`config.mk`:
```
export PLATFORM = sky130hd
export DESIGN_NAME = display_scheduler
export DESIGN_NICKNAME = d
export VERILOG_FILES = /design/src/rtl/display_scheduler.sv
export SDC_FILE = /design/constraint.sdc
export NUM_CORES = 1
export LEC_CHECK = 0
export CAP_MARGIN = 20
export CORE_MARGIN = 3
export CORE_UTILIZATION = 25
export DETAILED_ROUTE_END_ITERATION = 6
export SETUP_SLACK_MARGIN = 0.3
export SKIP_CTS_REPAIR_TIMING = 1
export SLEW_MARGIN = 20
export SYNTH_ARGS = -nofsm -noshare
export SYNTH_HDL_FRONTEND = slang
export SYNTH_SLANG_ARGS = --single-unit
```
`constraint.sdc`:
```
create_clock -name clk -period 3 [get_ports clk]
set_clock_uncertainty 0.2 [all_clocks]
set_input_delay 0.3 -clock clk [delete_from_list [all_inputs] [get_ports clk]]
set_output_delay 0.3 -clock clk [all_outputs]
set_load 0.02 [all_outputs]
```
`src/rtl/display_scheduler.sv`:
```
`default_nettype none
// ============================================================================
//  Module      : display_scheduler
//  Description : Selects which 32-bit word drives the LED display. A debounced
//                page button cycles SYSCALL -> CYCLES -> PC. A new syscall
//                value preempts the display for FLASH_CYCLES cycles. Optional
//                auto-rotation is enabled by DISPLAY_SCHEDULER_AUTO_ROTATE_EN.
//  Revision    : 1.0  initial release
// ============================================================================
module display_scheduler #(
    parameter logic [19:0] DEBOUNCE_CYCLES = 20'd500000,
    parameter logic [23:0] FLASH_CYCLES    = 24'd5000000,
    parameter logic [27:0] ROTATE_CYCLES   = 28'd100000000
) (
    input  logic        clk,
    input  logic        rst_n,
    input  logic [31:0] syscall_data,
    input  logic        syscall_valid,
    input  logic [11:0] cycles_counter,
    input  logic [31:0] pc,
    input  logic        btn_next,
    output logic [31:0] display_word,
    output logic [1:0]  page,
    output logic        page_changed
);

    typedef enum logic [1:0] {
        S_SYSCALL = 2'd0,
        S_CYCLES  = 2'd1,
        S_PC      = 2'd2,
        S_FLASH   = 2'd3
    } state_t;

    logic        r_sync1;
    logic        r_sync2;
    logic [19:0] r_db_cnt;
    logic        r_db_level;
    logic        r_db_prev;
    logic        w_press;

    state_t      r_state;
    state_t      w_next_state;
    state_t      r_saved_page;
    state_t      w_next_saved;
    logic [23:0] r_flash_cnt;
    logic [23:0] w_next_flash_cnt;
    logic [31:0] r_syscall_reg;
    logic        w_rotate_expire;

    // Normal-page successor; FLASH never appears as a saved page.
    function automatic state_t f_next_page(input state_t s);
        case (s)
            S_SYSCALL: f_next_page = S_CYCLES;
            S_CYCLES:  f_next_page = S_PC;
            default:   f_next_page = S_SYSCALL;
        endcase
    endfunction

    // Two-flop synchronizer for the raw button.
    always_ff @(posedge clk or negedge rst_n) begin
        if (!rst_n) begin
            r_sync1 <= 1'b0;
            r_sync2 <= 1'b0;
        end else begin
            r_sync1 <= btn_next;
            r_sync2 <= r_sync1;
        end
    end

    // Debouncer: accept a new level after DEBOUNCE_CYCLES consecutive mismatches.
    always_ff @(posedge clk or negedge rst_n) begin
        if (!rst_n) begin
            r_db_cnt   <= 20'd0;
            r_db_level <= 1'b0;
            r_db_prev  <= 1'b0;
        end else begin
            r_db_prev <= r_db_level;
            if (r_sync2 != r_db_level) begin
                if (r_db_cnt == DEBOUNCE_CYCLES - 20'd1) begin
                    r_db_level <= r_sync2;
                    r_db_cnt   <= 20'd0;
                end else begin
                    r_db_cnt <= r_db_cnt + 20'd1;
                end
            end else begin
                r_db_cnt <= 20'd0;
            end
        end
    end

    // A press is the rising edge of the debounced level only.
    assign w_press = r_db_level & ~r_db_prev;

`ifdef DISPLAY_SCHEDULER_AUTO_ROTATE_EN
    logic [27:0] r_rot_cnt;

    assign w_rotate_expire = (r_state != S_FLASH) &&
                             (r_rot_cnt == ROTATE_CYCLES - 28'd1);

    // Rotate timer: restarts on any page change, frozen while flashing.
    always_ff @(posedge clk or negedge rst_n) begin
        if (!rst_n) begin
            r_rot_cnt <= 28'd0;
        end else if (w_next_state != r_state) begin
            r_rot_cnt <= 28'd0;
        end else if (r_state != S_FLASH) begin
            r_rot_cnt <= r_rot_cnt + 28'd1;
        end
    end
`else
    logic w_unused_rotate;

    assign w_rotate_expire = 1'b0;
    assign w_unused_rotate = ^ROTATE_CYCLES;
`endif

    // Next-state logic: syscall preemption outranks a press or rotation.
    always_comb begin
        w_next_state     = r_state;
        w_next_saved     = r_saved_page;
        w_next_flash_cnt = r_flash_cnt;
        if (r_state == S_FLASH) begin
            if (syscall_valid) begin
                w_next_flash_cnt = FLASH_CYCLES - 24'd1;
            end else if (w_press) begin
                w_next_state     = f_next_page(r_saved_page);
                w_next_flash_cnt = 24'd0;
            end else if (r_flash_cnt == 24'd0) begin
                w_next_state = r_saved_page;
            end else begin
                w_next_flash_cnt = r_flash_cnt - 24'd1;
            end
        end else begin
            if (syscall_valid) begin
                w_next_saved     = r_state;
                w_next_state     = S_FLASH;
                w_next_flash_cnt = FLASH_CYCLES - 24'd1;
            end else if (w_press || w_rotate_expire) begin
                w_next_state = f_next_page(r_state);
            end
        end
    end

    // State, saved page, flash timer and the transition pulse.
    always_ff @(posedge clk or negedge rst_n) begin
        if (!rst_n) begin
            r_state      <= S_SYSCALL;
            r_saved_page <= S_SYSCALL;
            r_flash_cnt  <= 24'd0;
            page_changed <= 1'b0;
        end else begin
            r_state      <= w_next_state;
            r_saved_page <= w_next_saved;
            r_flash_cnt  <= w_next_flash_cnt;
            page_changed <= (w_next_state != r_state);
        end
    end

    // Syscall value capture on its strobe.
    always_ff @(posedge clk or negedge rst_n) begin
        if (!rst_n) begin
            r_syscall_reg <= 32'h0;
        end else if (syscall_valid) begin
            r_syscall_reg <= syscall_data;
        end
    end

    // Registered display mux, one cycle behind the page.
    always_ff @(posedge clk or negedge rst_n) begin
        if (!rst_n) begin
            display_word <= 32'h0;
        end else begin
            case (r_state)
                S_CYCLES: display_word <= {20'b0, cycles_counter};
                S_PC:     display_word <= pc;
                default:  display_word <= r_syscall_reg;
            endcase
        end
    end

    assign page = r_state;

endmodule
`default_nettype wire

```
==> impl_metrics.ini <==
[die]
initial_utilization_pct = 26.0
placementRows = 53
fp.dieArea_mm2 = 0.0241
dieHeight_um = 155
ioPinCount = 115
die_w_um = 155
design.core.area_mm2 = 0.0214

[sta]
tightestPinTransition_ps = 857
min_period_over_period_pct = 84.6
finalWorstPathRequiredPeriod_ps = 2540
max_slew_vio_count = 0
timing_hold_violations_final = 0
maxSlewHeadroom_pct = 42.9
fmax_mhz = 394
setup-tns-final_ps = 0
finalSetupViolCount = 0
rsz0062_at_grt = no

[worst_setup_path]
crit_slowest_cell = dfrtp_1
cp.required_ps = 3090
crit_arrival_ps = 2630
cp_max_fo = 6
timing.critical_path.cells = inv_1 -> ha_1 -> or3b_4 -> nor4_4 -> buf_4 -> and2_1 -> nor2_1 -> a221o_1
timing.reg2reg.setup_slack_ps = 460
critical-path-max-stage-delay_ps = 430
crit_path_start_kind = register
crit_path_end_kind = register
crit_type = register to register

[logic_synthesis]
synth.lib_cells_used.distinct = 55
synth_area_mm2 = 0.00556
synth_seq_area_share_pct = 52.6
netlist.top_cell.by_area = dfrtp_1
synth.yosys.warnings = 0
synthCells = 581
ys_top_cells_by_area = dfrtp_1, o21ai_0, nor2_1, a21oi_1, nand2_1
dominantRegCellSynth = dfrtp_1
ys_ff_latch = 117
synth_enable_flop_cells = 0
synth.net_count = 667
post-synth-top-area-fraction_pct = 52.6
synth_async_sr_flop_share_pct = 100
post-synth-top-count-cell = dfrtp_1
yosys-top-cells-count = dfrtp_1, nor2_1, o21ai_0
postSynthAreaPerCell_um2 = 9.57

[placed_design]
hpwl_reported_at_the_end_of_detailed_placement_mm = 10.1
routabilityCongestion = 0.831
post-place-cells = 951
place.port_buffers = 114

[grt]
grt_total_usage_pct = 12.4
via_count_of_the_first_global_routing_pass = 4701
grt_first_pass_wirelength_mm = 24.0
global_route.overflow_total = 0
grt_start_max_net_pins = 66
antenna_found_initial = 0

[pwr]
power_density_mw_per_mm2 = 706
leak_pwr_uw = 0.00303
vdd_ir_drop_max_mv = 0.391

[route]
remaining_drc_errors = 0
first_iter_violations = 252
ant_nets = 0
post_detailed_route_via_to_cell_ratio = 4.72
route.vias.total = 4629
drt_pass_1_iters = 4
totalWireLength_mm = 14.5
routedWlPerCell_um = 14.8

[clock_network]
cts_tree = yes
numClockSinks = 117
clock_insertion_delay_worst_skew_ps = 410
cts-buffers-inserted = 17
clk_transition_reported_paths_ps = 50
ctsLongestPathBuffers = 2
clock_tree.htree_level_count = 4
clock_tree.root_cell = clkbuf_16

[flow_run]
timing.max_cap.violations = 0

[finish]
post_layout_nonfiller_instances = 981
layout.core_utilization_pct = 35.5
area_growth_syn_to_layout_pct = 36.6
fill_cell_count = 2171
antenna-diode-count = 0
post_route_cells_drive_above_1_share_pct = 9.77
nets = 783

[run_status]
outcome = complete, no violations

[hold_path]
hold_removal_path_class = register to register
per-layer routing:
layer	up-vias	global-route usage [%]	routed length (um)
li1	2289	-	-
met1	2182	15.6	6480
met2	142	19.8	6680
met3	16	4.67	1190
met4	0	3.83	187
met5	-	0	0
worst max-delay path: cells and delay by family, from the launching register on:
family	cells	cell delay, ps
compound gates	1	330
fa+ha+maj	1	190
buf+inv	2	280
flops	1	430
simple gates	4	1000
path summary, 6_finish.rpt:
kind,end,cells after the start,from
min in group asynchronous,display_word[20],2,rst_n
worst min register to register,r_sync2,0,r_sync1
worst max register to register,r_flash_cnt[14],8,r_flash_cnt[0]
worst max-delay path,r_flash_cnt[14],8,r_flash_cnt[0]
max in group asynchronous,r_flash_cnt[4],3,rst_n
worst min-delay path,r_sync2,0,r_sync1
per-stage QoR:
stage	hold WS (ps)	setup slack (ps)	total power, uW	cell area, um2
5_1_grt	162	336	5670	7590
3_5_place_dp	143	299	3570	7040
4_1_cts	-169	287	5440	7570
2_1_floorplan	-196	562	2790	5560
3_3_place_gp	138	357	3570	7040
6_report	151	461	5360	7590
power breakdown:
part	switching [uW]	internal [uW]	total [uW]
registers	133	1840	1970
clock network	656	1180	1830
logic	877	682	1560
layout make-up:
class,instances,area [um2],share of cell area (%)
well taps,275,344,4.53
inverters,34,128,1.68
clock buffers,23,478,6.29
clock inverters,5,52.6,0.692
flip-flops and latches,117,2930,38.6
repair buffers,130,1280,16.9
multi-input cells,397,2380,31.4
cells in the final DEF, fill, tap and decap left out, drive strengths merged, types with 9 or more instances in the layout:
cell type and instances:
dfrtp 117, clkdlybuf4s50 112, nor2 63, o21ai 57
nand2 45, a21oi 34, inv 34, nand3 33
clkbuf 23, buf 17, xnor2 15, nor4 14
mux2 13, a22oi 12, nor3 11, or3 9
nand4 9
logic make-up after synthesis:
| family | count (synthesis) | synth area share [%] |
|---|---|---|
| and+or+nand+nor | 222 | 20.7 |
| xor gates and xnor gates | 20 | 3.15 |
| buffers and inverters | 67 | 4.61 |
| DFF | 117 | 52.6 |
| adders and majority gates | 6 | 1.35 |
| AOI/OAI and AO/OA | 136 | 14.9 |
| muxes | 13 | 2.63 |
Note: power is estimated with default switching activity, not from simulation.
==> RTL change (same settings) <==
Register the inputs `syscall_data`, `syscall_valid`, `cycles_counter`, `pc` and `btn_next` before use. The logic sees them one clock later.
--- a/src/rtl/display_scheduler.sv
+++ b/src/rtl/display_scheduler.sv
@@ -33,2 +33,16 @@
 
+    logic [31:0] syscall_data_q;
+    logic syscall_valid_q;
+    logic [11:0] cycles_counter_q;
+    logic [31:0] pc_q;
+    logic btn_next_q;
+
+    always_ff @(posedge clk) begin
+        syscall_data_q   <= syscall_data;
+        syscall_valid_q  <= syscall_valid;
+        cycles_counter_q <= cycles_counter;
+        pc_q             <= pc;
+        btn_next_q       <= btn_next;
+    end
+
     logic        r_sync1;
@@ -64,3 +78,3 @@
         end else begin
-            r_sync1 <= btn_next;
+            r_sync1 <= btn_next_q;
             r_sync2 <= r_sync1;
@@ -122,3 +136,3 @@
         if (r_state == S_FLASH) begin
-            if (syscall_valid) begin
+            if (syscall_valid_q) begin
                 w_next_flash_cnt = FLASH_CYCLES - 24'd1;
@@ -133,3 +147,3 @@
         end else begin
-            if (syscall_valid) begin
+            if (syscall_valid_q) begin
                 w_next_saved     = r_state;
@@ -162,4 +176,4 @@
             r_syscall_reg <= 32'h0;
-        end else if (syscall_valid) begin
-            r_syscall_reg <= syscall_data;
+        end else if (syscall_valid_q) begin
+            r_syscall_reg <= syscall_data_q;
         end
@@ -173,4 +187,4 @@
             case (r_state)
-                S_CYCLES: display_word <= {20'b0, cycles_counter};
-                S_PC:     display_word <= pc;
+                S_CYCLES: display_word <= {20'b0, cycles_counter_q};
+                S_PC:     display_word <= pc_q;
                 default:  display_word <= r_syscall_reg;
Formal check against the unedited RTL: not equivalent (a bounded check fails within 4 cycles, from zero or initial values and one cycle with rst_n low).
==> RTL change against the unedited design <==
Hold slack lost 42 ps; sequential cell count grew 78; routed wire length grew 7.9%; worst setup slack lost 110 ps; design area grew 23%; via count grew 6.8%; area after synthesis grew 26%; largest power group unchanged; die area grew 25%; power grew 3.7%; highest routed layer unchanged.
==> RTL change: results (changes against the unedited design) <==
IR drop worst, VDD 0.000393 V (was 0.000391 V); CP max-delay cell or4_4 (was dfrtp_1); Met1 Wirelength 7.55 mm (was 6.48 mm); terminus of the critical flop-to-flop path r_flash_cnt[20] (was r_flash_cnt[14]); status completed (unchanged); GRT Total Usage 10.5% (was 12.4%); Yosys cell types 62 (was 55); largest cells by area after synthesis dfrtp_1 42%, dfxtp_1 22%, o21ai_0 3.6% (was dfrtp_1 53%, o21ai_0 5.1%, nor2_1 4.3%); largest net degree at the start of global routing 50 (was 66); Synth Instances 634 (was 581); hold wc startpoint pc[0] (was r_sync1); Synth Area in Compound Gates 12.0% (was 14.9%); Commonest cells post-synth 117 x dfrtp_1, 78 x dfxtp_1, 62 x nor2_1, 50 x o21ai_0, 42 x nand2_1 (was 117 x dfrtp_1, 63 x nor2_1, 57 x o21ai_0, 45 x nand2_1); CP max FO 4 (was 6); 1st-iter DRT viols 238 (was 252); Post-Synth XOR/XNOR Area 2.87% (was 3.15%); Total Nets Final 846 (was 783); mux contribution to synthesized area 2.41% (was 2.63%); Worst-path clk slew 70 ps (was 50 ps); WL per Instance 13.7 um (was 14.8 um); Final Non-Filler Cells 1145 (was 981); RR Startpoint r_flash_cnt[1] (was r_flash_cnt[0]); leak pwr 3.73 nW (was 3.03 nW); hpwl dp 10.7 mm (was 10.1 mm); Synth Area in Adders 1.07% (was 1.35%); ys async rst share 60.0% (was 100%); Slew @ Worst Pin 713 ps (was 857 ps); hold path depth 1 (was 0); share of post-route cells with drive strength above 1 11.9% (was 9.77%); wire length on met3 972 um (was 1.19 mm); Fill cells 2738 (was 2171); vias in the first global route 5018 (was 4701); dpl ws 315 ps (was 299 ps); first-pass GRT wire length 25.8 mm (was 24.0 mm); syn_nets 720 (was 667); Hold Path End pc_q[0] (was r_sync2); routed wl met2 6.86 mm (was 6.68 mm); GP Congestion 0.814 (was 0.831); DR vias/cell 4.32 (was 4.72); worst reg-to-reg setup slack 350 ps (was 460 ps); sequential share of the synthesized area 63.9% (was 52.6%)
==> RTL change: cell types whose count changed after synthesis, sizes merged, moves of 4 or more <==
| cell | change |
|---|---|
| o21ai | -5 |
| nand3 | -9 |
| xnor2 | -4 |
| inv | -4 |
| a221o | -7 |
| and3 | +4 |
| nand2b | -6 |
| dfxtp | +78 |
| xor2 | +7 |
==> RTL change: where the power goes <==
part           internal [mW]  total (mW)  switching (mW)
sequential              2.77        2.84          0.0724
combinational          0.233       0.434           0.201
clock                   1.25        2.29            1.04
==> RTL change: through the flow <==
stage | hold WS, ps | util [%] | instance area (um2)
after CTS | -279 | 34.0 | 9280
after floorplan | -196 | - | 7020
after global placement | 121 | 31.8 | 8670
after global routing | 88.6 | 34.2 | 9330
final | 110 | 34.2 | 9330
after detailed placement | 123 | 31.8 | 8670
==> RTL change: worst reg2reg max path, stage by stage (launching register included) <==
cell and delay, ps:
dfrtp_1 440, inv_2 90, ha_2 190, or3b_4 400
or4_4 460, o41a_1 440, buf_4 160, a41o_1 160
==> RTL change: worst max path at each step <==
stage / start / end / slack [ps]
4_1_cts: r_flash_cnt[0] / r_flash_cnt[19] / 300
5_1_grt: r_flash_cnt[1] / r_flash_cnt[20] / 280
3_3_place_gp: r_flash_cnt[0] / r_flash_cnt[19] / 380
6_report: r_flash_cnt[1] / r_flash_cnt[20] / 350
2_1_floorplan: r_flash_cnt[0] / r_flash_cnt[20] / 480
3_5_place_dp: r_flash_cnt[0] / r_flash_cnt[19] / 320
==> RTL change: per-layer routing <==
metal / vias up / track usage, %
met5: - / 0
met4: 0 / 4.09
met3: 22 / 3.13
met2: 122 / 15.4
met1: 2332 / 14.4
li1: 2468 / -
==> RTL change: cell type report <==
class                      count  area share [%]
clock buffer                  20            5.01
clock inverter                12            1.43
inverter                      30            1.21
multi-input combinational    380            25.1
sequential                   195            48.1
tap                          372            4.99
timing repair buffer         136            14.1
==> RTL change: logic make-up (layout without fill, tap and decap cells) <==
group,after synthesis,after routing
simple gates,201,201
mux,15,15
buf+inv,59,198
compound gates,135,135
fa+ha+maj,6,6
flops,195,195
xor+xnor,23,23
